<file path="src/rtl/host_bridge_pkg.sv">
// Shared types and defaults for the host-to-SoC register bridge.
package host_bridge_pkg;

    typedef enum logic [2:0] {
        IDLE   = 3'd0,
        ACK_A  = 3'd1,
        WAIT_D = 3'd2,
        BUS    = 3'd3,
        ACK_F  = 3'd4
    } state_e;

    localparam int unsigned TIMEOUT_DEFAULT  = 64;
    localparam logic [7:0]  ERR_DATA_DEFAULT = 8'hFF;

    // States in which the host sees an acknowledge.
    function automatic logic state_acks(input state_e st);
        return (st == ACK_A) || (st == ACK_F);
    endfunction

endpackage

</file>
<file path="src/rtl/host_bridge_sync.sv">
// Two-flop synchronizer, one independent chain per bit, cleared by reset.
module host_bridge_sync #(
    parameter int unsigned WIDTH = 1
) (
    input  logic             clk,
    input  logic             rst,
    input  logic [WIDTH-1:0] d_i,
    output logic [WIDTH-1:0] q_o
);

    logic [WIDTH-1:0] meta_q;
    logic [WIDTH-1:0] sync_q;

    for (genvar gi = 0; gi < WIDTH; gi++) begin : g_bit
        always_ff @(posedge clk) begin
            if (rst) begin
                meta_q[gi] <= 1'b0;
                sync_q[gi] <= 1'b0;
            end else begin
                meta_q[gi] <= d_i[gi];
                sync_q[gi] <= meta_q[gi];
            end
        end
    end

    assign q_o = sync_q;

endmodule

</file>
<file path="src/rtl/host_bridge.sv">
// Responder for the host 4-phase req/ack byte protocol; turns each host
// transaction into one valid/ready access on the SoC register bus.
module host_bridge
    import host_bridge_pkg::*;
#(
    parameter int unsigned TIMEOUT  = TIMEOUT_DEFAULT,
    parameter logic [7:0]  ERR_DATA = ERR_DATA_DEFAULT
) (
    input  logic       clk,
    input  logic       rst,
    input  logic       host_req,
    input  logic       host_we,
    input  logic [7:0] host_data,
    output logic       host_ack,
    output logic [7:0] host_rdata,
    output logic       bus_valid,
    output logic       bus_we,
    output logic [7:0] bus_addr,
    output logic [7:0] bus_wdata,
    input  logic       bus_ready,
    input  logic [7:0] bus_rdata,
    input  logic       clr_err,
    output logic       err,
    output logic       busy
);

    localparam int unsigned    CNT_W    = $clog2(TIMEOUT);
    localparam logic [CNT_W-1:0] CNT_LAST = CNT_W'(TIMEOUT - 1);

    state_e           state_q;
    logic             ack_q;
    logic [7:0]       rdata_q;
    logic             valid_q;
    logic             we_q;
    logic [7:0]       addr_q;
    logic [7:0]       wdata_q;
    logic             err_q;
    logic             busy_q;
    logic [CNT_W-1:0] cnt_q;

    logic req_s;
    logic timeout_hit;

    host_bridge_sync #(
        .WIDTH (1)
    ) u_req_sync (
        .clk (clk),
        .rst (rst),
        .d_i (host_req),
        .q_o (req_s)
    );

    // A ready in the last counted cycle completes the access normally.
    assign timeout_hit = (state_q == BUS) && !bus_ready && (cnt_q == CNT_LAST);

    always_ff @(posedge clk) begin
        if (rst) begin
            state_q <= IDLE;
            ack_q   <= 1'b0;
            rdata_q <= 8'h00;
            valid_q <= 1'b0;
            we_q    <= 1'b0;
            addr_q  <= 8'h00;
            wdata_q <= 8'h00;
            err_q   <= 1'b0;
            busy_q  <= 1'b0;
            cnt_q   <= '0;
        end else begin
            if (timeout_hit) begin
                err_q <= 1'b1;
            end else if (clr_err) begin
                err_q <= 1'b0;
            end

            unique case (state_q)
                IDLE: begin
                    if (req_s) begin
                        addr_q <= host_data;
                        we_q   <= host_we;
                        busy_q <= 1'b1;
                        if (host_we) begin
                            state_q <= ACK_A;
                            ack_q   <= state_acks(ACK_A);
                        end else begin
                            state_q <= BUS;
                            valid_q <= 1'b1;
                            cnt_q   <= '0;
                        end
                    end
                end
                ACK_A: begin
                    if (!req_s) begin
                        state_q <= WAIT_D;
                        ack_q   <= state_acks(WAIT_D);
                    end
                end
                WAIT_D: begin
                    if (req_s) begin
                        wdata_q <= host_data;
                        state_q <= BUS;
                        valid_q <= 1'b1;
                        cnt_q   <= '0;
                    end
                end
                BUS: begin
                    cnt_q <= cnt_q + 1'b1;
                    if (bus_ready || timeout_hit) begin
                        if (!we_q) begin
                            rdata_q <= bus_ready ? bus_rdata : ERR_DATA;
                        end
                        state_q <= ACK_F;
                        valid_q <= 1'b0;
                        ack_q   <= state_acks(ACK_F);
                    end
                end
                ACK_F: begin
                    if (!req_s) begin
                        state_q <= IDLE;
                        ack_q   <= state_acks(IDLE);
                        busy_q  <= 1'b0;
                    end
                end
                default: begin
                    state_q <= IDLE;
                    ack_q   <= 1'b0;
                    valid_q <= 1'b0;
                    busy_q  <= 1'b0;
                end
            endcase
        end
    end

    assign host_ack   = ack_q;
    assign host_rdata = rdata_q;
    assign bus_valid  = valid_q;
    assign bus_we     = we_q;
    assign bus_addr   = addr_q;
    assign bus_wdata  = wdata_q;
    assign err        = err_q;
    assign busy       = busy_q;

endmodule

</file>
<file path="config.mk">
export PLATFORM = sky130hd
export DESIGN_NAME = host_bridge
export DESIGN_NICKNAME = d
export VERILOG_FILES = /design/src/rtl/host_bridge_pkg.sv /design/src/rtl/host_bridge_sync.sv /design/src/rtl/host_bridge.sv
export SDC_FILE = /design/constraint.sdc
export NUM_CORES = 1
export LEC_CHECK = 0
export ABC_AREA = 1
export ABC_CLOCK_PERIOD_IN_PS = 2400
export CAP_MARGIN = 5
export CORE_MARGIN = 3
export CORE_UTILIZATION = 30
export DETAILED_ROUTE_END_ITERATION = 7
export PLACE_DENSITY_LB_ADDON = 0.15
export SLEW_MARGIN = 20
export SYNTH_ARGS = -nofsm -noshare
export SYNTH_HDL_FRONTEND = slang
export SYNTH_SLANG_ARGS = --single-unit
</file>
<file path="constraint.sdc">
create_clock -name clk -period 2.4 [get_ports clk]
set_input_delay 0.6 -clock clk [delete_from_list [all_inputs] [get_ports clk]]
set_output_delay 0.6 -clock clk [all_outputs]
set_load 0.05 [all_outputs]
</file>
==> load_flow_metrics.sql, run 1 <==
INSERT INTO impl_metrics (metric_group, metric, value, unit) VALUES
('outcome', 'status', 'finished, final reports clean', ''),
('sta', 'setup_viol', '0', ''),
('detailed_routing', 'drt_pre_antenna_iters', '4', ''),
('cells_and_area', 'design.final.nets', '310', ''),
('worst_setup_path', 'r2r-end', 'state_q[1]', ''),
('cells_and_area', 'synthToLayoutAreaGrowth', '38.8', '%'),
('sta', 'grt_setup_unrepaired', 'no', ''),
('placement', 'io_buffer_count', '50', ''),
('cts', 'cts_resized', '0', ''),
('synthesis', 'dominantRegCellSynth', 'dfxtp_1', ''),
('cts', 'clk_pin_slew', '0.07', 'ns'),
('floorplanning', 'placementRows', '26', ''),
('sta', 'finalHoldViolations', '0', ''),
('sta', 'fin_worst_skew', '0.00339', 'ns'),
('flow_run', 'max_cap_violations', '0', ''),
('placement', 'dp.final_hpwl', '2.97', 'mm'),
('synthesis', 'yosys.cell_count.top_type', 'nand2_1', ''),
('worst_setup_path', 'end_kind', 'primary output', ''),
('global_route', 'groute.layer.met3.usage', '0.0318', ''),
('floorplanning', 'die-area', '0.00670', 'sq mm'),
('hold_path', 'hold_path_startpoint', 'u_req_sync.meta_q', ''),
('cts', 'cts.sink_count', '40', ''),
('synthesis', 'ys.warnings.count', '0', ''),
('detailed_routing', 'route.detailed.drc', '0', ''),
('synthesis', 'synth_area_per_cell', '7.37', 'sq um'),
('worst_setup_path', 'timing.critical_path.required', '1.80', 'ns'),
('synthesis', 'synth_largest_area_cell', 'dfxtp_1', ''),
('global_route', 'grt_start_max_net_pins', '19', ''),
('detailed_routing', 'dr_total_vias', '1589', ''),
('placement', 'post-place-cells', '350', ''),
('detailed_routing', 'drt_wl_total', '4.05', 'mm'),
('global_route', 'grt-ovfl-total', '0', ''),
('synthesis', 'synth.top_cells.by_count', 'nand2_1 (48), dfxtp_1 (40), inv_1 (31), nor2_1 (30), a21oi_1 (27)', ''),
('detailed_routing', 'drtAntennaViolNets', '0', ''),
('detailed_routing', 'route.detailed.wl_per_inst', '11.3', 'um'),
('detailed_routing', 'routed_via_count_divided_by_cell_count', '4.44', ''),
('worst_setup_path', 'cpLargestDelayFamily', 'buffers and inverters', ''),
('worst_setup_path', 'reg2reg_depth', '8', ''),
('cts', 'number_of_levels_the_h_tree_was_split_into', '2', ''),
('hold_path', 'worst_hold_stages', '2', ''),
('cts', 'postCtsHoldBufs', '0', ''),
('synthesis', 'synth_seq_cells', '40', ''),
('power_and_ir_drop', 'p_per_area', '623', 'mW/mm^2'),
('synthesis', 'number_of_flops_mapped_to_enable_cells_by_yosys', '0', ''),
('worst_setup_path', 'crit_path_max_fanout', '4', ''),
('cts', 'cts_tree', 'built', ''),
('floorplanning', 'core_area', '0.00534', 'sq mm'),
('global_route', 'grt_pass1_wl', '6.92', 'mm'),
('worst_setup_path', 'cells_along_the_critical_path', 'clkdlybuf4s50_1', ''),
('worst_setup_path', 'r2r-start', 'cnt_q[0]', ''),
('global_route', 'global_route.usage.met1', '0.179', ''),
('global_route', 'global_route.usage.met2', '0.209', ''),
('floorplanning', 'start_util', '0.323', ''),
('placement', 'placement.setup.worst_slack', '0.545', 'ns'),
('floorplanning', 'die_width', '81.8', 'um'),
('cells_and_area', 'post_layout_nonfiller_instances', '358', ''),
('global_route', 'global_route.peak_usage_layer', 'met2', ''),
('sta', 'timing_worst_slew_pin_value', '0.514', 'ns'),
('hold_path', 'hold_path_class', 'flip-flop to flip-flop', ''),
('synthesis', 'synth_fp_nets', '257', ''),
('synthesis', 'post-synth-top-area-fraction', '0.464', ''),
('synthesis', 'syn_inst', '234', ''),
('detailed_routing', 'dr.first_iter.drc_count', '72', ''),
('worst_setup_path', 'cp_num_buf_inv', '1', ''),
('synthesis', 'post_synth_main_area_contributors', 'dfxtp_1 (46%), nand2_1 (10%), a21oi_1 (7.8%)', ''),
('placement', 'gp_routability_congestion', '0.825', ''),
('floorplanning', 'die_h', '81.8', 'um'),
('sta', 'report.final.slew_viol_count', '0', ''),
('cts', 'cts_max_path_buffers', '2', ''),
('floorplanning', 'io_pins', '51', ''),
('sta', 'final_min_period_over_clock_period', '0.878', '');
[layout make-up]
cell class,count,area [sq um],area share
Tap cell,70,87.6,0.0366
Timing Repair Buffer,53,523,0.218
Clock buffer,8,90.1,0.0376
Multi-Input combinational cell,153,763,0.319
Sequential cell,40,801,0.334
Inverter,34,130,0.0543
[per-layer routing]
layer,routed length (um),vias to the layer above
met5,0,-
met4,76,0
met3,133,7
met2,1860,30
met1,1980,702
li1,-,850
[worst max path at each step]
stage | endpoint | start | cells past startpoint | slack [ns]
finish | bus_we | bus_we | 1 | 0.29
global route | bus_we | bus_we | 1 | 0.22
CTS | bus_we | bus_we | 1 | 0.26
detailed placement | host_rdata[4] | rst | 5 | 0.55
global placement | cnt_q[3] | host_we | 7 | 0.53
floorplan | state_q[1] | bus_ready | 6 | 0.90
[cell usage in the layout, fill, tap and decap left out]
cell type / count
clkdlybuf4s50_1: 50
nand2_1: 48
dfxtp_1: 40
inv_1: 31
nor2_1: 30
a21oi_1: 27
o21ai_0: 12
nand4_1: 9
nand3_1: 8
clkbuf_8: 6
nand3_2: 3
buf_4: 3
inv_2: 2
nand2_2: 2
xor2_1: 2
nor3_1: 2
o21a_1: 2
clkbuf_1: 2
nor2_4: 1
nand3_4: 1
inv_4: 1
nand4_4: 1
nand2_4: 1
or2_1: 1
nor2_2: 1
nand3b_1: 1
ha_1: 1
[cell families (layout without fill, tap and decap cells)]
logic type	after synthesis	in the layout	share of synthesized area
and+or+nand+nor	109	109	0.303
AOI/OAI and AO/OA	41	41	0.122
buffers and inverters	41	95	0.0935
DFF	40	40	0.464
xor gates and xnor gates	2	2	0.0102
adders and majority gates	1	1	0.00725
[per-stage QoR]
step	cell area (sq um)	util
3_3_place_gp	2300	0.432
5_1_grt	2390	0.449
6_report	2390	0.449
2_1_floorplan	1730	-
4_1_cts	2390	0.449
3_5_place_dp	2300	0.432
[sequential cells by signal (all words and copies together) (netlist names)]
register,count
bus_valid,1
bus_wdata,8
state_q,3
host_ack,1
err,1
bus_addr,8
busy,1
u_req_sync.meta_q,1
cnt_q,6
u_req_sync.q_o,1
bus_we,1
host_rdata,8
[report_power, final]
group	total [mW]	internal (mW)	switching, mW
clock	0.455	0.234	0.220
sequential	0.724	0.695	0.0290
combinational	0.314	0.118	0.196
Note: power is estimated with default switching activity, not from simulation.
==> inputs of run 2 (changes only) <==
--- a/config.mk
+++ b/config.mk
@@ -6,7 +6,7 @@
 export NUM_CORES = 1
 export LEC_CHECK = 0
 export ABC_AREA = 1
-export ABC_CLOCK_PERIOD_IN_PS = 2400
+export ABC_CLOCK_PERIOD_IN_PS = 2000
 export CAP_MARGIN = 5
 export CORE_MARGIN = 3
 export CORE_UTILIZATION = 30
==> constraint.sdc (replaced) <==
create_clock -name clk -period 2 [get_ports clk]
set_input_delay 0.5 -clock clk [delete_from_list [all_inputs] [get_ports clk]]
set_output_delay 0.5 -clock clk [all_outputs]
set_load 0.05 [all_outputs]
==> run 2 against run 1 <==
  * Register-to-register slack worse by 0.40 ns
  * Clock power up 47%
  * Total power up 28%
  * Combinational power up 20%
  * Critical path depth unchanged
  * Global-route usage down 0.28 points
  * Critical endpoint is now bus_addr[2]
  * Largest cell class unchanged
==> load_flow_metrics.sql, run 2 (synthesized netlist as in run 1, its figures left out) <==
INSERT INTO impl_metrics (metric_group, metric, value, unit) VALUES
('outcome', 'status', 'finished, final reports clean', ''),
('worst_setup_path', 'crit_path_max_fanout', '2', ''),
('cells_and_area', 'synthToLayoutAreaGrowth', '38.7', '%'),
('cts', 'clkLatencyLatePin', '0.29', 'ns'),
('floorplanning', 'die-area', '0.00670', 'sq mm'),
('worst_setup_path', 'cells_along_the_critical_path', 'clkdlybuf4s50_1', ''),
('hold_path', 'hold_path_startpoint', 'u_req_sync.meta_q', ''),
('cts', 'clk_pin_slew', '0.08', 'ns'),
('power_and_ir_drop', 'leakage', '1.02', 'nW'),
('sta', 'timing_worst_slew_pin_value', '0.498', 'ns'),
('power_and_ir_drop', 'power.share.sequential', '0.454', ''),
('placement', 'dp.final_hpwl', '2.99', 'mm'),
('cts', 'clock_tree.root_cell', 'clkbuf_8', ''),
('worst_setup_path', 'r2r-start', 'cnt_q[0]', ''),
('worst_setup_path', 'end_kind', 'primary output', ''),
('cts', 'postCtsHoldBufs', '0', ''),
('worst_setup_path', 'crit_slowest_cell', 'clkdlybuf4s50_1', ''),
('placement', 'io_buffer_count', '50', ''),
('global_route', 'grt-ovfl-total', '0', ''),
('hold_path', 'worst_hold_stages', '2', ''),
('placement', 'gp_routability_congestion', '0.810', ''),
('detailed_routing', 'drt_wl_total', '4.01', 'mm'),
('cts', 'cts.sink_count', '40', ''),
('sta', 'final.min_clock_period', '1.94', 'ns'),
('worst_setup_path', 'arrival_time_of_the_worst_setup_path', '1.44', 'ns'),
('floorplanning', 'core_area', '0.00534', 'sq mm'),
('cells_and_area', 'final_area', '0.00239', 'sq mm'),
('floorplanning', 'die_width', '81.8', 'um'),
('sta', 'fin_worst_skew', '0.00928', 'ns'),
('global_route', 'grt_antenna_before_repair', '0', ''),
('cts', 'number_of_levels_the_h_tree_was_split_into', '2', ''),
('cells_and_area', 'mostFrequentLayoutCells', 'nand2_1 (48), dfxtp_1 (40), clkdlybuf4s50_1 (35), inv_1 (31), nor2_1 (30)', ''),
('power_and_ir_drop', 'pwr-share-comb', '0.196', ''),
('floorplanning', 'die_h', '81.8', 'um'),
('cts', 'cts_resized', '0', ''),
('global_route', 'global_route.peak_usage_layer', 'met2', ''),
('detailed_routing', 'route.detailed.drc', '0', ''),
('sta', 'finalHoldViolations', '0', ''),
('hold_path', 'hold_path_class', 'flip-flop to flip-flop', ''),
('power_and_ir_drop', 'highest_ir_drop_seen_on_vdd', '0.283', 'mV'),
('global_route', 'groute.layer.met3.usage', '0.0340', ''),
('placement', 'post-place-cells', '352', ''),
('floorplanning', 'io_pins', '51', ''),
('cells_and_area', 'share_of_layout_cells_above_drive_strength_1', '0.141', ''),
('floorplanning', 'start_util', '0.323', ''),
('cts', 'post_cts_buffers', '0', ''),
('cts', 'cts_inserted_buffers', '5', ''),
('cells_and_area', 'post_layout_nonfiller_instances', '360', ''),
('flow_run', 'max_cap_violations', '0', ''),
('worst_setup_path', 'timing.critical_path.required', '1.50', 'ns'),
('sta', 'setup_viol', '0', ''),
('sta', 'max_freq', '516', 'MHz'),
('cells_and_area', 'design.final.nets', '312', ''),
('cells_and_area', 'commonest_non_fill_non_tap_cell_in_the_layout', 'nand2_1', ''),
('worst_setup_path', 'worst_setup_path_class', 'flip-flop to primary output', ''),
('sta', 'fin_ws', '0.0605', 'ns'),
('global_route', 'grt_pass1_wl', '6.95', 'mm'),
('cts', 'cts_max_path_buffers', '2', ''),
('power_and_ir_drop', 'power.internal', '1.34', 'mW'),
('cells_and_area', 'n_antenna_cell', '0', ''),
('global_route', 'grt_pass1_vias', '1561', ''),
('global_route', 'grt_start_max_net_pins', '19', ''),
('sta', 'max_slew_margin', '0.667', ''),
('global_route', 'global_route.usage.met1', '0.174', ''),
('hold_path', 'hold_path_end', 'u_req_sync.q_o', ''),
('worst_setup_path', 'category_of_the_worst_setup_path_launch_point', 'flip-flop', ''),
('sta', 'grt_setup_unrepaired', 'no', ''),
('detailed_routing', 'route.detailed.wl_per_inst', '11.1', 'um'),
('placement', 'placement.setup.worst_slack', '0.311', 'ns'),
('power_and_ir_drop', 'power.share.switching', '0.298', ''),
('worst_setup_path', 'cpLargestDelayFamily', 'buffers and inverters', ''),
('floorplanning', 'placementRows', '26', ''),
('detailed_routing', 'routed_via_count_divided_by_cell_count', '4.42', ''),
('worst_setup_path', 'r2r-end', 'state_q[1]', ''),
('detailed_routing', 'dr.first_iter.drc_count', '79', ''),
('cts', 'cts_tree', 'built', ''),
('detailed_routing', 'dr_total_vias', '1592', ''),
('power_and_ir_drop', 'p_per_area', '799', 'mW/mm^2'),
('worst_setup_path', 'critical_path.max_stage_delay', '0.80', 'ns'),
('power_and_ir_drop', 'total_power', '1.91', 'mW'),
('worst_setup_path', 'cp_num_buf_inv', '1', ''),
('detailed_routing', 'drtAntennaViolNets', '0', ''),
('worst_setup_path', 'reg2reg_depth', '8', ''),
('global_route', 'global_route.usage.met2', '0.206', ''),
('power_and_ir_drop', 'power.share.clock', '0.350', ''),
('sta', 'final_min_period_over_clock_period', '0.970', ''),
('sta', 'timing.hold.ws', '0.411', 'ns'),
('cells_and_area', 'utilization', '0.449', ''),
('sta', 'tns', '0', 'ns'),
('sta', 'report.final.slew_viol_count', '0', ''),
('placement', 'dpl-instance-area', '0.00228', 'sq mm'),
('detailed_routing', 'drt_pre_antenna_iters', '4', ''),
('power_and_ir_drop', 'switchingPower', '571', 'uW'),
('global_route', 'global_route_usage_over_all_layers', '0.132', ''),
('worst_setup_path', 'regToRegSetupSlack', '0.42', 'ns');
-- run 2: changes by cell type in the layout (fill, tap and decap cells not counted) --
cell,change
clkinvlp_4,+1
buf_4,+17
clkdlybuf4s50_1,-15
clkinv_2,+1
clkbuf_8,-1
clkbuf_1,-2
bufinv_16,+1
-- run 2: power groups by stage --
stage / combinational (mW) / clock, mW / sequential (mW)
after global placement: 0.379 / 0 / 0.887
after global routing: 0.418 / 0.740 / 0.874
final: 0.376 / 0.669 / 0.868
after CTS: 0.378 / 0.695 / 0.869
after floorplan: 0.166 / 0 / 0.969
after detailed placement: 0.377 / 0 / 0.887
-- run 2: final cells by class --
cell class,instances,area [sq um]
fill,567,2940
sequential,40,801
multi-input combinational,153,763
timing repair buffer,55,500
inverter,34,130
tap,70,87.6
clock buffer,5,68.8
clock inverter,3,42.5
-- run 2: how the worst max path moves through the flow --
stage                                to  slack [ns]           from  cells after the start
after global placement         cnt_q[3]        0.33        host_we                      7
after floorplan              state_q[1]        0.60      bus_ready                      6
final                       bus_addr[2]        0.06    bus_addr[2]                      1
after CTS                  bus_wdata[3]        0.04   bus_wdata[3]                      1
after global routing      host_rdata[0]      0.0004  host_rdata[0]                      1
after detailed placement       cnt_q[4]        0.31        host_we                      7
-- run 2: metal layers --
metal  part of all wire  wire, um  vias up
met5                  0         0        -
met2               0.45      1800       35
li1                   -         -      857
met4              0.013        52        0
met3              0.045       179        4
met1               0.49      1970      696
==> inputs of run 3 (changes only) <==
--- a/config.mk
+++ b/config.mk
@@ -11,6 +11,7 @@
 export CORE_MARGIN = 3
 export CORE_UTILIZATION = 30
 export DETAILED_ROUTE_END_ITERATION = 7
+export HOLD_SLACK_MARGIN = 0.03
 export PLACE_DENSITY_LB_ADDON = 0.15
 export SLEW_MARGIN = 20
 export SYNTH_ARGS = -nofsm -noshare
==> results of run 3 <==
Final layout, timing and power as in run 2 (identical DEF).
